===== src/rtl/mem_wb_pipe_reg.sv =====
// MEM->WB pipeline stage: load formatting, result select, 2-entry skid buffer with flush.
// Define MEM_WB_PERF_CNT_EN to add stall/flush performance counters.
module mem_wb_pipe_reg #(
  parameter int XLEN    = 32,
  parameter int RADDR_W = 5
) (
  input  logic               sys_clk_i,
  input  logic               rst_i,
  input  logic               flush_i,
  input  logic               in_valid_i,
  output logic               in_ready_o,
  input  logic [XLEN-1:0]    dm_rd_data_i,
  input  logic [XLEN-1:0]    alu_result_i,
  input  logic [2:0]         funct3_i,
  input  logic               reg_write_i,
  input  logic               mem_to_reg_i,
  input  logic [RADDR_W-1:0] rd_i,
  output logic               out_valid_o,
  input  logic               out_ready_i,
  output logic [XLEN-1:0]    wb_data_o,
  output logic               reg_write_o,
  output logic [RADDR_W-1:0] rd_o,
  output logic               misalign_o
`ifdef MEM_WB_PERF_CNT_EN
  ,
  output logic [31:0]        stall_cnt_o,
  output logic [31:0]        flush_cnt_o
`endif
);

  localparam int OFF_W = $clog2(XLEN / 8);

  logic [OFF_W-1:0] off;
  logic [OFF_W-1:0] off_half;
  logic [7:0]       ld_byte;
  logic [15:0]      ld_half;
  logic [31:0]      ld_word;
  logic [XLEN-1:0]  word_sext;
  logic [XLEN-1:0]  word_zext;
  logic [XLEN-1:0]  ld_val;
  logic             ld_mis;
  logic [XLEN-1:0]  in_data;
  logic             in_mis;

  assign off      = alu_result_i[OFF_W-1:0];
  assign off_half = {off[OFF_W-1:1], 1'b0};
  assign ld_byte  = dm_rd_data_i[{off, 3'b000} +: 8];
  assign ld_half  = dm_rd_data_i[{off_half, 3'b000} +: 16];

  generate
    if (XLEN == 64) begin : g_word64
      assign ld_word   = off[OFF_W-1] ? dm_rd_data_i[XLEN-1 -: 32] : dm_rd_data_i[31:0];
      assign word_sext = {{(XLEN-32){ld_word[31]}}, ld_word};
      assign word_zext = {{(XLEN-32){1'b0}}, ld_word};
    end else begin : g_word32
      assign ld_word   = dm_rd_data_i[31:0];
      assign word_sext = ld_word;
      assign word_zext = ld_word;
    end
  endgenerate

  // Misaligned accesses still use the lane selected by the truncated aligned offset.
  always_comb begin
    ld_val = dm_rd_data_i;
    ld_mis = 1'b0;
    case (funct3_i)
      3'b000: ld_val = {{(XLEN-8){ld_byte[7]}}, ld_byte};
      3'b100: ld_val = {{(XLEN-8){1'b0}}, ld_byte};
      3'b001: begin
        ld_val = {{(XLEN-16){ld_half[15]}}, ld_half};
        ld_mis = off[0];
      end
      3'b101: begin
        ld_val = {{(XLEN-16){1'b0}}, ld_half};
        ld_mis = off[0];
      end
      3'b010: begin
        ld_val = word_sext;
        ld_mis = |off[1:0];
      end
      3'b110: begin
        if (XLEN == 64) begin
          ld_val = word_zext;
          ld_mis = |off[1:0];
        end
      end
      3'b011: begin
        if (XLEN == 64) ld_mis = |off;
      end
      default: ld_val = dm_rd_data_i;
    endcase
  end

  assign in_data = mem_to_reg_i ? ld_val : alu_result_i;
  assign in_mis  = mem_to_reg_i & ld_mis;

  logic               m_valid_q, m_valid_d;
  logic [XLEN-1:0]    m_data_q, m_data_d;
  logic               m_rw_q, m_rw_d;
  logic [RADDR_W-1:0] m_rd_q, m_rd_d;
  logic               m_mis_q, m_mis_d;
  logic               s_valid_q, s_valid_d;
  logic [XLEN-1:0]    s_data_q, s_data_d;
  logic               s_rw_q, s_rw_d;
  logic [RADDR_W-1:0] s_rd_q, s_rd_d;
  logic               s_mis_q, s_mis_d;
  logic               accept;
  logic               consume;

  // Ready depends only on registered skid state, never on out_ready_i.
  assign in_ready_o = ~s_valid_q & ~rst_i;
  assign accept     = in_valid_i & in_ready_o;
  assign consume    = m_valid_q & out_ready_i;

  always_comb begin
    m_valid_d = m_valid_q;
    m_data_d  = m_data_q;
    m_rw_d    = m_rw_q;
    m_rd_d    = m_rd_q;
    m_mis_d   = m_mis_q;
    s_valid_d = s_valid_q;
    s_data_d  = s_data_q;
    s_rw_d    = s_rw_q;
    s_rd_d    = s_rd_q;
    s_mis_d   = s_mis_q;
    if (flush_i) begin
      m_valid_d = 1'b0;
      s_valid_d = 1'b0;
    end else if (consume && s_valid_q) begin
      m_valid_d = 1'b1;
      m_data_d  = s_data_q;
      m_rw_d    = s_rw_q;
      m_rd_d    = s_rd_q;
      m_mis_d   = s_mis_q;
      s_valid_d = 1'b0;
    end else if (consume || !m_valid_q) begin
      m_valid_d = accept;
      if (accept) begin
        m_data_d = in_data;
        m_rw_d   = reg_write_i;
        m_rd_d   = rd_i;
        m_mis_d  = in_mis;
      end
    end else if (accept) begin
      s_valid_d = 1'b1;
      s_data_d  = in_data;
      s_rw_d    = reg_write_i;
      s_rd_d    = rd_i;
      s_mis_d   = in_mis;
    end
  end

  always_ff @(posedge sys_clk_i) begin
    if (rst_i) begin
      m_valid_q <= 1'b0;
      m_data_q  <= '0;
      m_rw_q    <= 1'b0;
      m_rd_q    <= '0;
      m_mis_q   <= 1'b0;
      s_valid_q <= 1'b0;
      s_data_q  <= '0;
      s_rw_q    <= 1'b0;
      s_rd_q    <= '0;
      s_mis_q   <= 1'b0;
    end else begin
      m_valid_q <= m_valid_d;
      m_data_q  <= m_data_d;
      m_rw_q    <= m_rw_d;
      m_rd_q    <= m_rd_d;
      m_mis_q   <= m_mis_d;
      s_valid_q <= s_valid_d;
      s_data_q  <= s_data_d;
      s_rw_q    <= s_rw_d;
      s_rd_q    <= s_rd_d;
      s_mis_q   <= s_mis_d;
    end
  end

  assign out_valid_o = m_valid_q;
  assign wb_data_o   = m_data_q;
  assign rd_o        = m_rd_q;
  assign reg_write_o = m_rw_q & m_valid_q & (m_rd_q != '0);
  assign misalign_o  = m_mis_q & m_valid_q;

`ifdef MEM_WB_PERF_CNT_EN
  logic [31:0] stall_cnt_q, stall_cnt_d;
  logic [31:0] flush_cnt_q, flush_cnt_d;

  // A flush counts when it kills a held entry or an offered one.
  always_comb begin
    stall_cnt_d = stall_cnt_q + {31'b0, m_valid_q & ~out_ready_i};
    flush_cnt_d = flush_cnt_q + {31'b0, flush_i & (m_valid_q | s_valid_q | in_valid_i)};
  end

  always_ff @(posedge sys_clk_i) begin
    if (rst_i) begin
      stall_cnt_q <= '0;
      flush_cnt_q <= '0;
    end else begin
      stall_cnt_q <= stall_cnt_d;
      flush_cnt_q <= flush_cnt_d;
    end
  end

  assign stall_cnt_o = stall_cnt_q;
  assign flush_cnt_o = flush_cnt_q;
`endif

endmodule


===== config.mk =====
export PLATFORM = sky130hd
export DESIGN_NAME = mem_wb_pipe_reg
export DESIGN_NICKNAME = d
export VERILOG_FILES = /design/src/rtl/mem_wb_pipe_reg.sv
export SDC_FILE = /design/constraint.sdc
export NUM_CORES = 1
export LEC_CHECK = 0
export ABC_AREA = 1
export ABC_CLOCK_PERIOD_IN_PS = 1400
export CAP_MARGIN = 20
export CORE_MARGIN = 1
export CORE_UTILIZATION = 50
export CTS_BUF_LIST = sky130_fd_sc_hd__clkbuf_4
export DETAILED_ROUTE_END_ITERATION = 16
export PLACE_DENSITY = 0.83
export SLEW_MARGIN = 10
export SYNTH_ARGS = -nofsm -noshare
export SYNTH_HDL_FRONTEND = slang
export SYNTH_SLANG_ARGS = --single-unit

===== constraint.sdc =====
create_clock -name sys_clk_i -period 1.4 [get_ports sys_clk_i]
set_input_delay 0.14 -clock sys_clk_i [delete_from_list [all_inputs] [get_ports sys_clk_i]]
set_output_delay 0.14 -clock sys_clk_i [all_outputs]
set_load 0.01 [all_outputs]

==> impl_results.md, run 1 <==
* Final Skew at 20.07 ps
* Die area at 9060 um^2
* Ranking of synthesized cells by area: dfxtp_1, a21oi_1, nand2_1
* Leak Pwr at roughly 3.3 nW
* Row cnt at 33
* Placed Instance Area at about 6100 um^2
* Crit start category: register
* Final nets at 909
* Post-synthesis xor/xnor area fraction at 0
* First-pass GRT wire length at 25960 um
* Layout cell share with drive strength beyond 1 at 0.2371
* Fin crit period at between 1500 and 2000 ps
* Final hold slack at 322.7 ps
* Period utilization at 1.155
* Required time of the critical path at 1730 ps
* Hold Path Class: in2reg
* Post-Layout Cell Count at 940
* Worst slew pin tran at 331.4 ps
* Initial antenna violation count at 0
* Via density at 5.867
* Setup WS post-layout at -216.6 ps
* First drt pass iteration count at 6
* Fmax at 618.6 MHz
* CTS Buf Count at 9
* Fillers at 578
* Chip Width at approximately 95 um
* DRC at 0
* Clock Latency Late Sink at 450 ps
* Clock Sinks at 80
* 1st-iter DRT viols at 455
* Largest net degree at the start of global routing at ~40
* Synthesis Warnings at 0
* Total core area at ~8300 um^2
* Largest family of logic cells by synthesized area: simple AND/OR/NAND/NOR gates
* Initial Utilization at 0.5231
* Clk slew on worst S/H paths at roughly 150 ps
* Die Y at 95.19 um
* IO buf count at 119
* Fin. Hold Viols at 0
* Flops & latches, synth at 80
* Cells after Synth at around 660
* Worst VDD drop at 0.0005623 V
* Synth top cells by count: nand2_1, a21oi_1, o21ai_0, dfxtp_1, nor2_1
* Synth area leader: dfxtp_1
* Power Dens Cells at 807.7 nW/um^2
* Crit. Startpoint: out_valid_o
* Post-synthesis mux area share at 0
* Violated checks: setup timing
* Post-synthesis compound-gate area fraction at 0.2519
* RSZ-0062 raised after global routing: true
* Max Root-Sink Buffers at 2
* Final instance area at 6631 um^2
* Max-slew headroom at 0.7776
* Vias at 5515
* Cell Area, Synth at 4342 um^2
* DP Wirelength at around 11000 um
* RR Startpoint: out_valid_o
* Adder-cell share of the synthesized area at 0
* Slew Viols, Final at 0
* Avg Synthesized Cell Area at 6.608 um^2
* Cell count after placement at ~900
* Crit path DAT at 1950 ps
* Wire length per cell at 18.14 um
* Hold buffers post-CTS at 0
* Final wirelength at roughly 17000 um
* Vias in the first global route at 5292
* Tot Pwr at about 0.0054 W
* Mapped Nets at 736
* Final setup violating endpoints at 71
* FFs w/ async S/R, synth at 0
* Gr usage total at 0.3741
* Synth Area in Simple Gates at 0.2867
* Post-synthesis sequential area ratio at 0.3689
* Yosys top cell area share at 0.3689
* Synth Flop Type: dfxtp_1
* Most common cell in the netlist: nand2_1
* Overflow after GRT at 0
* Sum Neg Setup Slack at -4194 ps
* Outcome: finished, violations left
* CTS tree: done
* Crit Path Max Fanout at 13
* I/O pin total at 120
* Crit. End Element: register
* Hold_sp: rd_i[1]
* CTS root buf: clkbuf_4
* Number of max-cap violations at 0
* Distinct cells, synth at 29
* Final GP Congestion at 0.9201
* Number of flops mapped to enable cells by yosys at 0
* Critical path type: reg2reg
* H-tree depth at 3
* Number of diodes at 0
* Layout area overhead at 52.74%
* Antenna-violating nets left at 0
-- layer usage --
metal,GRT usage,routed length [um]
met5,0,0
met4,0.2172,895
met3,0.06938,1389
met2,0.6179,8172
met1,0.4528,6592
-- final cells by class --
type                       instances  area [um^2]  share of cell area
clock inverter                     7        108.9             0.01642
timing repair buffer             210         2054              0.3098
multi-input combinational        487         2481              0.3742
inverter                          42        175.2             0.02642
sequential                        80         1613              0.2432
clock buffer                       9        67.56             0.01019
tap                              105        131.4             0.01981
-- where the power goes --
group,switching (W),total (W),internal (W)
sequential,0.0000417,0.00239,0.00234
combinational,0.000621,0.00123,0.000608
clock,0.000973,0.00174,0.000769
-- stage by stage --
step,setup WS (ps),util
after floorplan,76.00,-
after global placement,-432.9,0.7303
after detailed placement,-498.4,0.7303
after CTS,-57.04,0.7847
after global routing,-245.6,0.7990
final,-216.6,0.7990
-- registers in the layout, indices dropped and copies added (netlist names) --
signal and count:
s_data_q 32, wb_data_o 32, rd_o 5, s_rd_q 5, m_mis_q 1, m_rw_q 1
out_valid_o 1, s_mis_q 1, s_rw_q 1, s_valid_q 1
-- logic make-up after synthesis --
family                 count (synthesis)
buffers and inverters                 90
and+or+nand+nor                      273
DFF                                   80
AOI/OAI and AO/OA                    214
-- worst max-delay path, cell delays in order (launching register included) --
cell and delay (ps):
dfxtp_4 390, buf_6 110, nand3_2 140, nand2_2 140, nand2_4 90, buf_4 140
buf_4 190, a21oi_1 220, a21oi_1 110
-- placed cells by master (no fill, tap or decap), types with 3 or more instances in the layout --
cell type	instances
nand3_1	40
o21ai_2	8
a31oi_1	7
inv_2	5
clkdlybuf4s50_1	78
buf_6	10
or2_2	19
a21oi_1	95
buf_12	10
inv_6	3
dlygate4sd2_1	38
nor2_4	3
o21ai_1	26
dfxtp_2	6
a21oi_2	19
dfxtp_1	73
clkbuf_4	9
o211ai_1	3
nand2_2	5
nor2_2	4
nor2_1	52
buf_4	66
inv_1	34
o21ai_0	55
nand3b_1	3
nand3_2	11
nand2_1	128
-- what timing repair did --
item / CTS / global route
endpoints found under the setup margin: 104 / 82
setup buffers: 12 / 4
gates resized for setup: 102 / 44
gates cloned: 5 / 0
pin swaps: 6 / 3
-- path summary, 6_finish.rpt --
kind | cells after the start | slack (ps) | to
max | 8 | -220 | wb_data_o[10]
min | 3 | 320 | rd_o[1]
max reg2reg | 8 | -220 | wb_data_o[10]
min reg2reg | 2 | 490 | rd_o[0]
Power figures use the tool's default switching activity.
==> run 2: changes to the inputs <==
PLACE_DENSITY = 0.92   (was 0.83)
==> run 2 against run 1 <==
The flow still finishes with violations (setup timing). Total power hardly changed. Die area stayed put. Core utilization is 2.9 points higher. Via count is 5.5% higher.
==> impl_results.md, run 2 (synthesized netlist as in run 1, its figures left out) <==
* Outcome: finished, violations left
* Violated checks: setup timing
* Vias at 5820
* Hold Path Class: in2reg
* Final setup violating endpoints at 68
* CTS root buf: clkbuf_4
* Leading cell type in the layout, fill and taps excluded: nand2_1
* Busiest layer in global routing: met2
* Wire length per cell at 20.92 um
* Row cnt at 33
* Via density at 6.225
* Max-slew headroom at 0.7755
* Clock Latency Late Sink at 460 ps
* Placed Instance Area at 6028 um^2
* RSZ-0062 raised after global routing: true
* Required time of the critical path at 1750 ps
* H-tree depth at 3
* IO buf count at 119
* Final Skew at 18.25 ps
* Leak Pwr at 3.268 nW
* 1st-iter DRT viols at 586
* Slew Viols, Final at 0
* Critical path type: reg2reg
* Die Y at 95.19 um
* Setup WS post-layout at -151.2 ps
* Tot Pwr at 0.005358 W
* Largest net degree at the start of global routing at 48
* Final nets at 904
* Multi-input logic area at ~2600 um^2
* Final wirelength at 19560 um
* First-pass GRT wire length at 25570 um
* Cell count after placement at ~900
* Register Area at 1613 um^2
* CTS Buf Count at 9
* Power Dens Cells at 779.3 nW/um^2
* I/O pin total at 120
* Worst slew pin tran at approximately 330 ps
* Final instance area at 6875 um^2
* Overflow after GRT at 0
* Crit start category: register
* Final core utilization at 0.8284
* Number of max-cap violations at 0
* Antenna-violating nets left at 0
* Fin crit period at 1551 ps
* Most frequent cells in the layout: nand2_1, a21oi_1, clkdlybuf4s50_1
* Layout cell share with drive strength beyond 1 at 0.2726
* Final GP Congestion at 0.9452
* DP Wirelength at 10920 um
* Final hold slack at 290.0 ps
* Post-Layout Cell Count at between 900 and 1000
* Met1 Use GR at 0.4308
* Max Root-Sink Buffers at 2
* Met2 Use GR at 0.6280
* Layout area overhead at 58.36%
* CTS tree: done
* Initial Utilization at 0.5231
* DRC at 0
* Initial antenna violation count at 0
* Total core area at around 8300 um^2
* Fin. Hold Viols at 0
* Crit path DAT at 1900 ps
* Fmax at roughly 640 MHz
* Period utilization at 1.108
* Gr usage total at 0.3685
* Fillers at 496
* Die area at ~9100 um^2
* Clock Sinks at 80
* First drt pass iteration count at 5
* Slack of the worst reg-to-reg path at -150 ps
* Clk slew on worst S/H paths at approximately 150 ps
* Chip Width at roughly 95 um
* Vias in the first global route at 5180
* M3 GR Usage at 0.07815
* Worst VDD drop at 0.0005015 V
* Crit Path Max Fanout at 7
* Crit. End Element: register
* Hold buffers post-CTS at 0
-- run 2: final timing paths --
kind / startpoint / end / depth (start not counted)
worst max-delay path: out_valid_o / wb_data_o[29] / 8
worst min-delay path: rd_i[0] / rd_o[0] / 3
worst max register to register: out_valid_o / wb_data_o[29] / 8
worst min register to register: s_rw_q / s_rw_q / 2
-- run 2: final cells by class --
class / count / area share
diodes: 1 / 0.0003640
clock inverters: 6 / 0.01310
flip-flops and latches: 80 / 0.2346
multi-input cells: 487 / 0.3840
well taps: 105 / 0.01911
repair buffers: 205 / 0.3132
inverters: 42 / 0.02584
clock buffers: 9 / 0.009827
-- run 2: what timing repair did --
action                     in CTS  in global routing
setup endpoints to repair     110                 82
pin swaps                       3                 20
gates resized for setup        74                145
cloned                          3                  9
setup buffers                   8                  2
-- run 2: power breakdown --
group	internal (W)	leakage, nW	switching, W
Sequential	0.00234	0.652	0.0000515
Combinational	0.000619	2.53	0.000684
Clock	0.000729	0.0848	0.000935
Total	0.00369	3.27	0.00167
-- run 2: through the flow --
step | setup slack [ps] | TNS, ps
floorplan | 76.00 | 0
global placement | -369.4 | -20510
detailed placement | -419.9 | -23460
CTS | -4.321 | -5.277
global route | -171.5 | -5816
finish | -151.2 | -2496
-- run 2: worst max-delay path, stage by stage (launching register included) --
cell	delay, ps
dfxtp_4	390
buf_4	150
nand3_4	100
nand2_4	90
nand2_8	130
clkinv_8	100
buf_6	150
o21ai_0	230
a21oi_1	100
-- run 2: routing by layer --
| metal | vias up | routed length [um] |
|---|---|---|
| li1 | 2539 | - |
| met5 | - | 0 |
| met1 | 2605 | 6740 |
| met2 | 514 | 9326 |
| met3 | 162 | 2042 |
| met4 | 0 | 1453 |
